### src/rtl/puf_pkg.sv
`default_nettype none
// ============================================================================
//  Package    : puf_pkg
//  Description: Shared FSM state encoding, default parameter values and a
//               small width helper for the PUF challenge controller.
//  Revision   : 1.0 - initial release
// ============================================================================
package puf_pkg;

  // Controller sequencing states
  typedef enum logic [2:0] {
    ST_IDLE    = 3'd0,
    ST_CLEAR   = 3'd1,
    ST_RACE    = 3'd2,
    ST_CAPTURE = 3'd3,
    ST_DONE    = 3'd4
  } puf_state_e;

  // Default parameter values shared by the controller and its sub-module
  localparam int unsigned DEF_N_BITS = 8;
  localparam int unsigned DEF_SEL_W  = 3;
  localparam int unsigned DEF_CNT_W  = 8;
  localparam int unsigned DEF_THRESH = 200;
  localparam int unsigned DEF_TMO_W  = 12;

  // Index width able to address 0..n-1, never narrower than one bit
  function automatic int unsigned idx_width(input int unsigned n);
    return (n > 1) ? $clog2(n) : 1;
  endfunction

endpackage : puf_pkg
`default_nettype wire

### src/rtl/ro_edge_counter.sv
`default_nettype none
// ============================================================================
//  Module     : ro_edge_counter
//  Description: Rising-edge detector and saturating edge counter for one
//               ring oscillator. Flags arrival when the count reaches THRESH
//               and pulses hit_o in the cycle the count steps onto THRESH.
//  Revision   : 1.0 - initial release
// ============================================================================
module ro_edge_counter
  import puf_pkg::*;
#(
  parameter int unsigned CNT_W  = DEF_CNT_W,
  parameter int unsigned THRESH = DEF_THRESH
) (
  input  logic clk,
  input  logic rst,        // asynchronous, active low
  input  logic clear_i,    // zero the count and disarm edge detection
  input  logic en_i,       // counting window (race in progress)
  input  logic ro_i,       // pre-synchronised oscillator level
  output logic arrived_o,  // count has reached THRESH
  output logic hit_o       // count steps onto THRESH this cycle
);

  localparam logic [CNT_W-1:0] THR      = CNT_W'(THRESH);
  localparam logic [CNT_W-1:0] THR_LAST = CNT_W'(THRESH - 1);

  logic             prev_q;
  logic             armed_q, armed_d;
  logic [CNT_W-1:0] cnt_q,   cnt_d;
  logic             rise;

  // The first enabled cycle only arms the detector, so a stale prev_q from
  // before the race can never produce a spurious edge.
  assign rise      = en_i & armed_q & ro_i & ~prev_q;
  assign hit_o     = rise & (cnt_q == THR_LAST);
  assign arrived_o = (cnt_q == THR);

  // Next-state: clear dominates, otherwise arm and count up to saturation
  always_comb begin
    cnt_d   = cnt_q;
    armed_d = armed_q;
    if (clear_i) begin
      cnt_d   = '0;
      armed_d = 1'b0;
    end else if (en_i) begin
      armed_d = 1'b1;
      if (rise && (cnt_q != THR)) begin
        cnt_d = cnt_q + CNT_W'(1);
      end
    end
  end

  // Register the previous level, arm flag and count
  always_ff @(posedge clk or negedge rst) begin
    if (!rst) begin
      prev_q  <= 1'b0;
      armed_q <= 1'b0;
      cnt_q   <= '0;
    end else begin
      prev_q  <= ro_i;
      armed_q <= armed_d;
      cnt_q   <= cnt_d;
    end
  end

endmodule : ro_edge_counter
`default_nettype wire

### src/rtl/puf_challenge_ctrl.sv
`default_nettype none
// ============================================================================
//  Module     : puf_challenge_ctrl
//  Description: Sequences N_BITS ring-oscillator races for one challenge.
//               Each race: clear the arbiter, count oscillator edges until
//               one side reaches THRESH (or a timeout), then capture the
//               arbiter decision into the response word.
//  Revision   : 1.0 - initial release
// ============================================================================
module puf_challenge_ctrl
  import puf_pkg::*;
#(
  parameter int unsigned N_BITS = DEF_N_BITS,
  parameter int unsigned SEL_W  = DEF_SEL_W,
  parameter int unsigned CNT_W  = DEF_CNT_W,
  parameter int unsigned THRESH = DEF_THRESH,
  parameter int unsigned TMO_W  = DEF_TMO_W
) (
  input  logic              clk,
  input  logic              rst,
  input  logic              start,
  input  logic [SEL_W-1:0]  challenge,
  input  logic              ro_1,
  input  logic              ro_2,
  input  logic              arb_resp,
  input  logic              arb_finish,
  output logic              arb_out_1,
  output logic              arb_out_2,
  output logic              arb_rst,
  output logic              ro_en,
  output logic [SEL_W-1:0]  pair_sel,
  output logic              busy,
  output logic              done,
  output logic [N_BITS-1:0] response,
  output logic              err_tmo,
  output logic              err_tie
);

  localparam int unsigned      IDX_W    = idx_width(N_BITS);
  localparam int unsigned      SUM_W    = (SEL_W > IDX_W) ? SEL_W : IDX_W;
  localparam logic [IDX_W-1:0] LAST_IDX = IDX_W'(N_BITS - 1);
  // Race ends on the (2^TMO_W - 1)th race cycle; the counter starts at 0
  localparam logic [TMO_W-1:0] TMO_LAST = TMO_W'((1 << TMO_W) - 2);

  puf_state_e        state_q,    state_d;
  logic [SEL_W-1:0]  chal_q,     chal_d;
  logic [IDX_W-1:0]  bit_idx_q,  bit_idx_d;
  logic [N_BITS-1:0] response_q, response_d;
  logic              err_tmo_q,  err_tmo_d;
  logic              err_tie_q,  err_tie_d;
  logic              race_tmo_q, race_tmo_d;   // timeout in the current race
  logic              race_tie_q, race_tie_d;   // tie in the current race
  logic [TMO_W-1:0]  tmo_cnt_q,  tmo_cnt_d;

  logic              in_clear;
  logic              in_race;
  logic              arrived_1, arrived_2;
  logic              hit_1, hit_2;
  logic [SUM_W-1:0]  sel_sum;

  assign in_clear = (state_q == ST_CLEAR);
  assign in_race  = (state_q == ST_RACE);

  ro_edge_counter #(
    .CNT_W  (CNT_W),
    .THRESH (THRESH)
  ) u_cnt_1 (
    .clk       (clk),
    .rst       (rst),
    .clear_i   (in_clear),
    .en_i      (in_race),
    .ro_i      (ro_1),
    .arrived_o (arrived_1),
    .hit_o     (hit_1)
  );

  ro_edge_counter #(
    .CNT_W  (CNT_W),
    .THRESH (THRESH)
  ) u_cnt_2 (
    .clk       (clk),
    .rst       (rst),
    .clear_i   (in_clear),
    .en_i      (in_race),
    .ro_i      (ro_2),
    .arrived_o (arrived_2),
    .hit_o     (hit_2)
  );

  // Pair index walks from the captured challenge and wraps modulo 2^SEL_W
  assign sel_sum   = SUM_W'(chal_q) + SUM_W'(bit_idx_q);
  assign pair_sel  = sel_sum[SEL_W-1:0];

  // arb_rst follows the reset pin directly so the arbiter is held clear
  // for the whole time reset is low, not just from the next clock edge.
  assign arb_rst   = ~rst | in_clear;
  assign arb_out_1 = arrived_1 & ~in_clear;
  assign arb_out_2 = arrived_2 & ~in_clear;
  assign ro_en     = in_race;
  assign busy      = (state_q != ST_IDLE);
  assign done      = (state_q == ST_DONE);
  assign response  = response_q;
  assign err_tmo   = err_tmo_q;
  assign err_tie   = err_tie_q;

  // Next-state and datapath updates for the challenge sequencer
  always_comb begin
    state_d    = state_q;
    chal_d     = chal_q;
    bit_idx_d  = bit_idx_q;
    response_d = response_q;
    err_tmo_d  = err_tmo_q;
    err_tie_d  = err_tie_q;
    race_tmo_d = race_tmo_q;
    race_tie_d = race_tie_q;
    tmo_cnt_d  = tmo_cnt_q;
    unique case (state_q)
      ST_IDLE: begin
        if (start) begin
          chal_d     = challenge;
          bit_idx_d  = '0;
          response_d = '0;
          err_tmo_d  = 1'b0;
          err_tie_d  = 1'b0;
          state_d    = ST_CLEAR;
        end
      end
      ST_CLEAR: begin
        tmo_cnt_d  = '0;
        race_tmo_d = 1'b0;
        race_tie_d = 1'b0;
        state_d    = ST_RACE;
      end
      ST_RACE: begin
        tmo_cnt_d = tmo_cnt_q + TMO_W'(1);
        if (hit_1 && hit_2) begin
          race_tie_d = 1'b1;
          err_tie_d  = 1'b1;
        end
        if (arb_finish) begin
          state_d = ST_CAPTURE;
        end else if (tmo_cnt_q == TMO_LAST) begin
          race_tmo_d = 1'b1;
          err_tmo_d  = 1'b1;
          state_d    = ST_CAPTURE;
        end
      end
      ST_CAPTURE: begin
        response_d[bit_idx_q] = (race_tmo_q | race_tie_q) ? 1'b0 : arb_resp;
        bit_idx_d             = bit_idx_q + IDX_W'(1);
        state_d               = (bit_idx_q == LAST_IDX) ? ST_DONE : ST_CLEAR;
      end
      ST_DONE: begin
        state_d = ST_IDLE;
      end
      default: begin
        state_d = ST_IDLE;
      end
    endcase
  end

  // State and datapath registers, asynchronously cleared
  always_ff @(posedge clk or negedge rst) begin
    if (!rst) begin
      state_q    <= ST_IDLE;
      chal_q     <= '0;
      bit_idx_q  <= '0;
      response_q <= '0;
      err_tmo_q  <= 1'b0;
      err_tie_q  <= 1'b0;
      race_tmo_q <= 1'b0;
      race_tie_q <= 1'b0;
      tmo_cnt_q  <= '0;
    end else begin
      state_q    <= state_d;
      chal_q     <= chal_d;
      bit_idx_q  <= bit_idx_d;
      response_q <= response_d;
      err_tmo_q  <= err_tmo_d;
      err_tie_q  <= err_tie_d;
      race_tmo_q <= race_tmo_d;
      race_tie_q <= race_tie_d;
      tmo_cnt_q  <= tmo_cnt_d;
    end
  end

endmodule : puf_challenge_ctrl
`default_nettype wire

### config.mk
export PLATFORM = sky130hd
export DESIGN_NAME = puf_challenge_ctrl
export DESIGN_NICKNAME = d
export VERILOG_FILES = /design/src/rtl/puf_pkg.sv /design/src/rtl/ro_edge_counter.sv /design/src/rtl/puf_challenge_ctrl.sv
export SDC_FILE = /design/constraint.sdc
export NUM_CORES = 1
export LEC_CHECK = 0
export CAP_MARGIN = 20
export CELL_PAD_IN_SITES_DETAIL_PLACEMENT = 1
export CELL_PAD_IN_SITES_GLOBAL_PLACEMENT = 2
export CORE_MARGIN = 8
export CORE_UTILIZATION = 35
export CTS_CLUSTER_DIAMETER = 40
export DETAILED_ROUTE_END_ITERATION = 8
export HOLD_SLACK_MARGIN = 0.03
export PLACE_DENSITY_LB_ADDON = 0.12
export SETUP_SLACK_MARGIN = 0.1
export SLEW_MARGIN = 20
export SYNTH_ARGS = -nofsm -noshare
export SYNTH_HDL_FRONTEND = slang
export SYNTH_SLANG_ARGS = --single-unit
export TNS_END_PERCENT = 30
### constraint.sdc
create_clock -name clk -period 5.1 [get_ports clk]
set_input_delay 0.51 -clock clk [delete_from_list [all_inputs] [get_ports clk]]
set_output_delay 0.51 -clock clk [all_outputs]
set_load 0.03 [all_outputs]
==> results of run 1 <==
[layer usage]
layer | wire (µm) | track usage (%) | vias up
li1 | - | - | 990
met1 | 2880 | 15.5 | 1028
met2 | 3040 | 21.2 | 16
met3 | 151 | 2.03 | 7
met4 | 91 | 5.01 | 0
met5 | 0 | 0 | -
[layout by cell type (no fill, tap or decap), types with 2 or more instances in the layout]
master	netlist	final
a21oi_1	5	5
a22o_1	4	4
and2_1	2	2
and3_1	3	3
and3b_1	3	3
and4b_1	2	2
buf_4	1	2
clkbuf_8	0	5
clkdlybuf4s50_1	0	27
dfrtp_1	52	52
ha_1	9	9
inv_1	12	12
mux2_2	5	5
mux2i_1	7	7
nand2_1	26	26
nand2b_1	2	2
nand3_1	13	13
nand3b_1	2	2
nand4_1	11	11
nor2_1	19	19
nor2_2	3	3
nor2b_1	2	2
nor3_1	3	3
nor4_1	6	6
nor4bb_1	2	2
o211ai_1	3	3
o21a_1	3	3
o21ai_0	22	22
o31ai_1	4	4
or3_1	3	3
xnor2_1	6	6
xor2_1	4	4
[state kept, by name, summed over array words and instances, names as in the netlist]
| name | count |
|---|---|
| chal_q | 3 |
| u_cnt_1.prev_q | 1 |
| err_tie | 1 |
| u_cnt_2.prev_q | 1 |
| race_tie_q | 1 |
| u_cnt_2.armed_q | 1 |
| err_tmo | 1 |
| u_cnt_2.cnt_q | 8 |
| bit_idx_q | 3 |
| race_tmo_q | 1 |
| response | 8 |
| state_q | 3 |
| tmo_cnt_q | 12 |
| u_cnt_1.cnt_q | 8 |
[worst reg2reg max path: stages, from the launching register on]
cell and delay, ns:
dfrtp_1 0.53, or3b_1 0.57, clkinv_1 0.25, nand2_1 0.08, nor4_1 0.51, o21a_1 0.18
[layout make-up]
class / instances / area, µm² / share of cell area [%]
clock buffer: 5 / 68.8 / 2.21
clock inverter: 3 / 42.5 / 1.36
inverter: 13 / 48.8 / 1.57
multi-input combinational: 188 / 1240 / 39.8
sequential: 52 / 1300 / 41.8
tap: 99 / 124 / 3.97
timing repair buffer: 30 / 290 / 9.31
[power breakdown]
| part | internal [W] | switching (W) | leakage [nW] |
|---|---|---|---|
| Sequential | 0.000474 | 0.0000880 | 0.702 |
| Combinational | 0.000228 | 0.000360 | 0.590 |
| Clock | 0.000146 | 0.000148 | 0.0541 |
[per-stage QoR]
| step | instances | power, W | hold WS [ns] | utilization [%] |
|---|---|---|---|---|
| after floorplan | 265 | 0.000961 | 0.214 | - |
| after global placement | 382 | 0.00116 | 0.463 | 41.2 |
| after detailed placement | 382 | 0.00117 | 0.478 | 41.2 |
| after CTS | 390 | 0.00147 | 0.346 | 42.7 |
| after global routing | 390 | 0.00154 | 0.378 | 42.7 |
| final | 390 | 0.00144 | 0.312 | 42.7 |
[cells by family (layout without fill, tap and decap cells)]
family                     count (synthesis)  count (layout)  synth area share, %
AOI/OAI and AO/OA                         45              45                 10.5
xor gates and xnor gates                  10              10                 3.31
adders and majority gates                 10              10                 5.02
buffers and inverters                     25              51                 4.02
DFF                                       52              52                 49.2
muxes                                     12              12                 4.78
and+or+nand+nor                          111             111                 23.1
[how the worst min path moves through the flow]
stage / cells after the start / end / from
floorplan: 0 / bit_idx_q[0] / rst
global placement: 1 / race_tie_q / race_tie_q
detailed placement: 1 / tmo_cnt_q[4] / tmo_cnt_q[4]
CTS: 2 / tmo_cnt_q[6] / rst
global route: 2 / tmo_cnt_q[8] / rst
finish: 2 / tmo_cnt_q[7] / rst
==> impl_metrics.toml, run 1 <==
[run_status]
status = "finished clean"

[sta]
finalSetupTns_ns = 0
maxSlewHeadroom_pct = 53.5
setup_viol = 0
layout_min_cycle_time_ns = 3.06
skew_ns = 0.00656
rsz0062_at_grt = "false"
hold_violations = 0
drv_slew = 0
tightest_slew_ns = 0.698
setup_slack_ns = 2.04
fmax_ghz = 0.327
period_share_pct = 60.0

[logic_synthesis]
synth.most_common_cell = "dfrtp_1"
synth_edf_count = 0
ys_types = 47
synth_seq_cells = 52
syn-cell-area_um2 = 2640
synth_area_leaders = "dfrtp_1 49%, ha_1 4.3%, o21ai_0 4.2%"
syn_avg_cell_area_um2 = 9.98
yosys.area.top_type_share_pct = 49.2
yosys_most_used_dff = "dfrtp_1"
synth.largest_area_cell = "dfrtp_1"
syn-num-nets = 285
yosys-top-cells-count = "52 x dfrtp_1, 26 x nand2_1, 22 x o21ai_0"
seq_area_frac_synth_pct = 49.2
synth_warnings = 0
async_reset_ff_share_pct = 100
syn_inst = 265

[routing]
drt_iter0_markers = 49
wl_um = 6160
vias = 2041
post-route-drc-count = 0
ant_nets = 0
dr.pass1.iters = 4
routed_via_density = 5.23
wire_per_inst_um = 15.8

[global_routing]
grt_pass1_wl_um = 10400
grt_max_degree = 54
antenna_found_initial = 0
grt_pass1_vias = 2107
grt_usage_pct = 12.5
overflow = 0

[critical_path]
worst-path-max-fanout = 14
timing.rr.start = "state_q[1]"
critical_path.slowest_cell = "clkdlybuf4s50_1"
reg2reg_slack_ns = 2.93
cp.depth = 6
slowest_delay_ns = 0.69
critPathRequiredTime_ns = 4.59
cpLargestDelayFamily = "buffers and inverters"
path_cells = "ha_1 -> inv_1 -> fa_1 -> xor2_1 -> xnor2_1 -> clkdlybuf4s50_1"
critPathKind = "reg -> out"
rr_worst_depth = 5
path_buf_inv = 2
start_kind = "flip-flop"
worstPathArrival_ns = 2.55
crit_path_end = "pair_sel[2]"
crit_start = "bit_idx_q[0]"
critPathCaptureType = "output port"
r2r_end = "err_tie"

[power_and_ir_drop]
p_per_area_nw_per_um2 = 463
leakagePower_nw = 1.35
vdd_drop_max_v = 0.000162

[final_layout]
fill_cells = 861
nets = 310
layout-drive-gt1-share_pct = 7.56
antenna_cells = 0
area_growth_pct = 17.9
fin_area_um2 = 3120

[floorplanning]
start_util_pct = 36.3
die_h_um = 103
fp-row-count = 31
core-area_um2 = 7290
io_pins = 29
fp.dieW_um = 103
dieArea_um2 = 10600

[clock_tree]
cts_buffers = 5
clk_latency_ns = 0.31
holdBufCountCts = 0
clk_pin_slew_ns = 0.10
clock_path_buffers = 2
clock-sinks = 52
cts_setup_buffers = 0
root_buffer = "clkbuf_8"
cts_tree = "built"
htree_levels = 2
cts_resized = 0

[placement]
placed_cell_area_um2 = 3010
io_buffers = 28
gp_congestion = 0.743
pre_cts_ws_ns = 2.37
dp_hpwl_um = 4390

[run]
cap_violations = 0

[worst_hold_path]
hp-class = "in -> async"
(Power assumes the default switching activity.)
==> run 2, diff against run 1 <==
- clock period: 5.1 -> 3.1 ns (I/O delays scaled with it)
==> impl_metrics.toml, run 2 (synthesized netlist as in run 1, its figures left out) <==
[routing]
routed_via_density = 5.16
post-route-drc-count = 0
ant_nets = 0
vias = 2013
wire_per_inst_um = 15.8
wl_um = 6160
dr.pass1.iters = 4
drt_iter0_markers = 38

[critical_path]
critPathKind = "reg -> out"
start_kind = "flip-flop"
rr_worst_depth = 5
critPathRequiredTime_ns = 2.79
r2r_end = "err_tie"
worst-path-max-fanout = 14
path_cells = "ha_1 -> inv_1 -> fa_1 -> xor2_1 -> xnor2_1 -> clkdlybuf4s50_1"
reg2reg_slack_ns = 0.98
critical_path.slowest_cell = "clkdlybuf4s50_1"
timing.rr.start = "state_q[1]"
critPathCaptureType = "output port"
slowest_delay_ns = 0.69
worstPathArrival_ns = 2.55

[placement]
pre_cts_ws_ns = 0.602
dp_hpwl_um = 4430
io_buffers = 28
gp_congestion = 0.734

[sta]
finalSetupTns_ns = 0
drv_slew = 0
period_share_pct = 92.2
layout_min_cycle_time_ns = 2.86
setup_viol = 0
hold_violations = 0
maxSlewHeadroom_pct = 53.7
setup_slack_ns = 0.241
fmax_ghz = 0.350
tightest_slew_ns = 0.694
rsz0062_at_grt = "false"
skew_ns = 0.0136

[clock_tree]
cts_resized = 0
cts_tree = "built"
clock-sinks = 52
clk_pin_slew_ns = 0.10
cts_buffers = 5
cts_setup_buffers = 0
root_buffer = "clkbuf_8"
clk_latency_ns = 0.31
holdBufCountCts = 0
clock_path_buffers = 2
htree_levels = 2

[final_layout]
layout-drive-gt1-share_pct = 7.22
fill_cells = 855
antenna_cells = 0
multiInputGateArea_um2 = 1240
nets = 310
layout_commonest_cell = "dfrtp_1"
final_cell_mix = "52 x dfrtp_1, 27 x clkdlybuf4s50_1, 26 x nand2_1"
area_growth_pct = 17.2
largest_reg_flops = 12
seq_area_um2 = 1300
largest_register = "tmo_cnt_q"

[floorplanning]
fp.dieW_um = 103
start_util_pct = 36.3
dieArea_um2 = 10600
fp-row-count = 31
io_pins = 29
core-area_um2 = 7290
die_h_um = 103

[global_routing]
grt_usage_pct = 12.7
antenna_found_initial = 0
overflow = 0
grt_pass1_vias = 2081
grt_pass1_wl_um = 10700
grt_max_degree = 53

[power_and_ir_drop]
vdd_drop_max_v = 0.000293
p_per_area_nw_per_um2 = 744
leakagePower_nw = 1.34

[run]
cap_violations = 0

[worst_hold_path]
hp-class = "in -> async"

[run_status]
status = "finished clean"
==> run 2: cell count changes in the layout (fill, tap and decap cells not counted), sizes merged <==
cell / change
clkbuf: +2
bufinv: -1
clkinv: -1
==> run 2: cell type report <==
class	instances	share of cell area [%]
Timing Repair Buffer	30	9.37
Tap cell	99	4.00
Multi-Input combinational cell	188	40.0
Clock inverter	1	0.242
Inverter	13	1.57
Sequential cell	52	42.0
Clock buffer	7	2.79
==> run 2: worst max-delay path by stage <==
stage | slack [ns] | to | from | cells after the start
floorplan | 1.01 | pair_sel[2] | bit_idx_q[1] | 5
global placement | 0.62 | pair_sel[2] | bit_idx_q[0] | 6
detailed placement | 0.60 | pair_sel[2] | bit_idx_q[0] | 6
CTS | 0.24 | pair_sel[2] | bit_idx_q[0] | 6
global route | 0.10 | pair_sel[2] | bit_idx_q[0] | 6
finish | 0.24 | pair_sel[2] | bit_idx_q[0] | 6
==> run 2: metrics by stage <==
stage | total power [W] | hold slack [ns] | cell area, µm² | cells | utilization [%]
2_1_floorplan | 0.00158 | 0.0144 | 2640 | 265 | -
3_3_place_gp | 0.00191 | 0.463 | 3010 | 382 | 41.2
3_5_place_dp | 0.00193 | 0.471 | 3010 | 382 | 41.2
4_1_cts | 0.00235 | 0.167 | 3100 | 390 | 42.5
5_1_grt | 0.00249 | 0.199 | 3100 | 390 | 42.5
6_report | 0.00231 | 0.140 | 3100 | 390 | 42.5
==> run 2: power breakdown <==
| part | switching [W] | internal (W) |
|---|---|---|
| combinational | 0.000589 | 0.000376 |
| clock | 0.000231 | 0.000182 |
| sequential | 0.000149 | 0.000781 |
==> run 2: critical path: cells and delay by family (launching register included) <==
kind       cells  cell delay (ns)
xor+xnor       2             0.30
flops          1             0.62
fa+ha+maj      2             0.58
buf+inv        2             0.74
==> run 2: layer usage <==
| layer | track usage (%) | wire, µm |
|---|---|---|
| met1 | 17.1 | 2960 |
| met3 | 2.30 | 164 |
| met4 | 3.34 | 48 |
| met2 | 20.6 | 2990 |
| met5 | 0 | 0 |
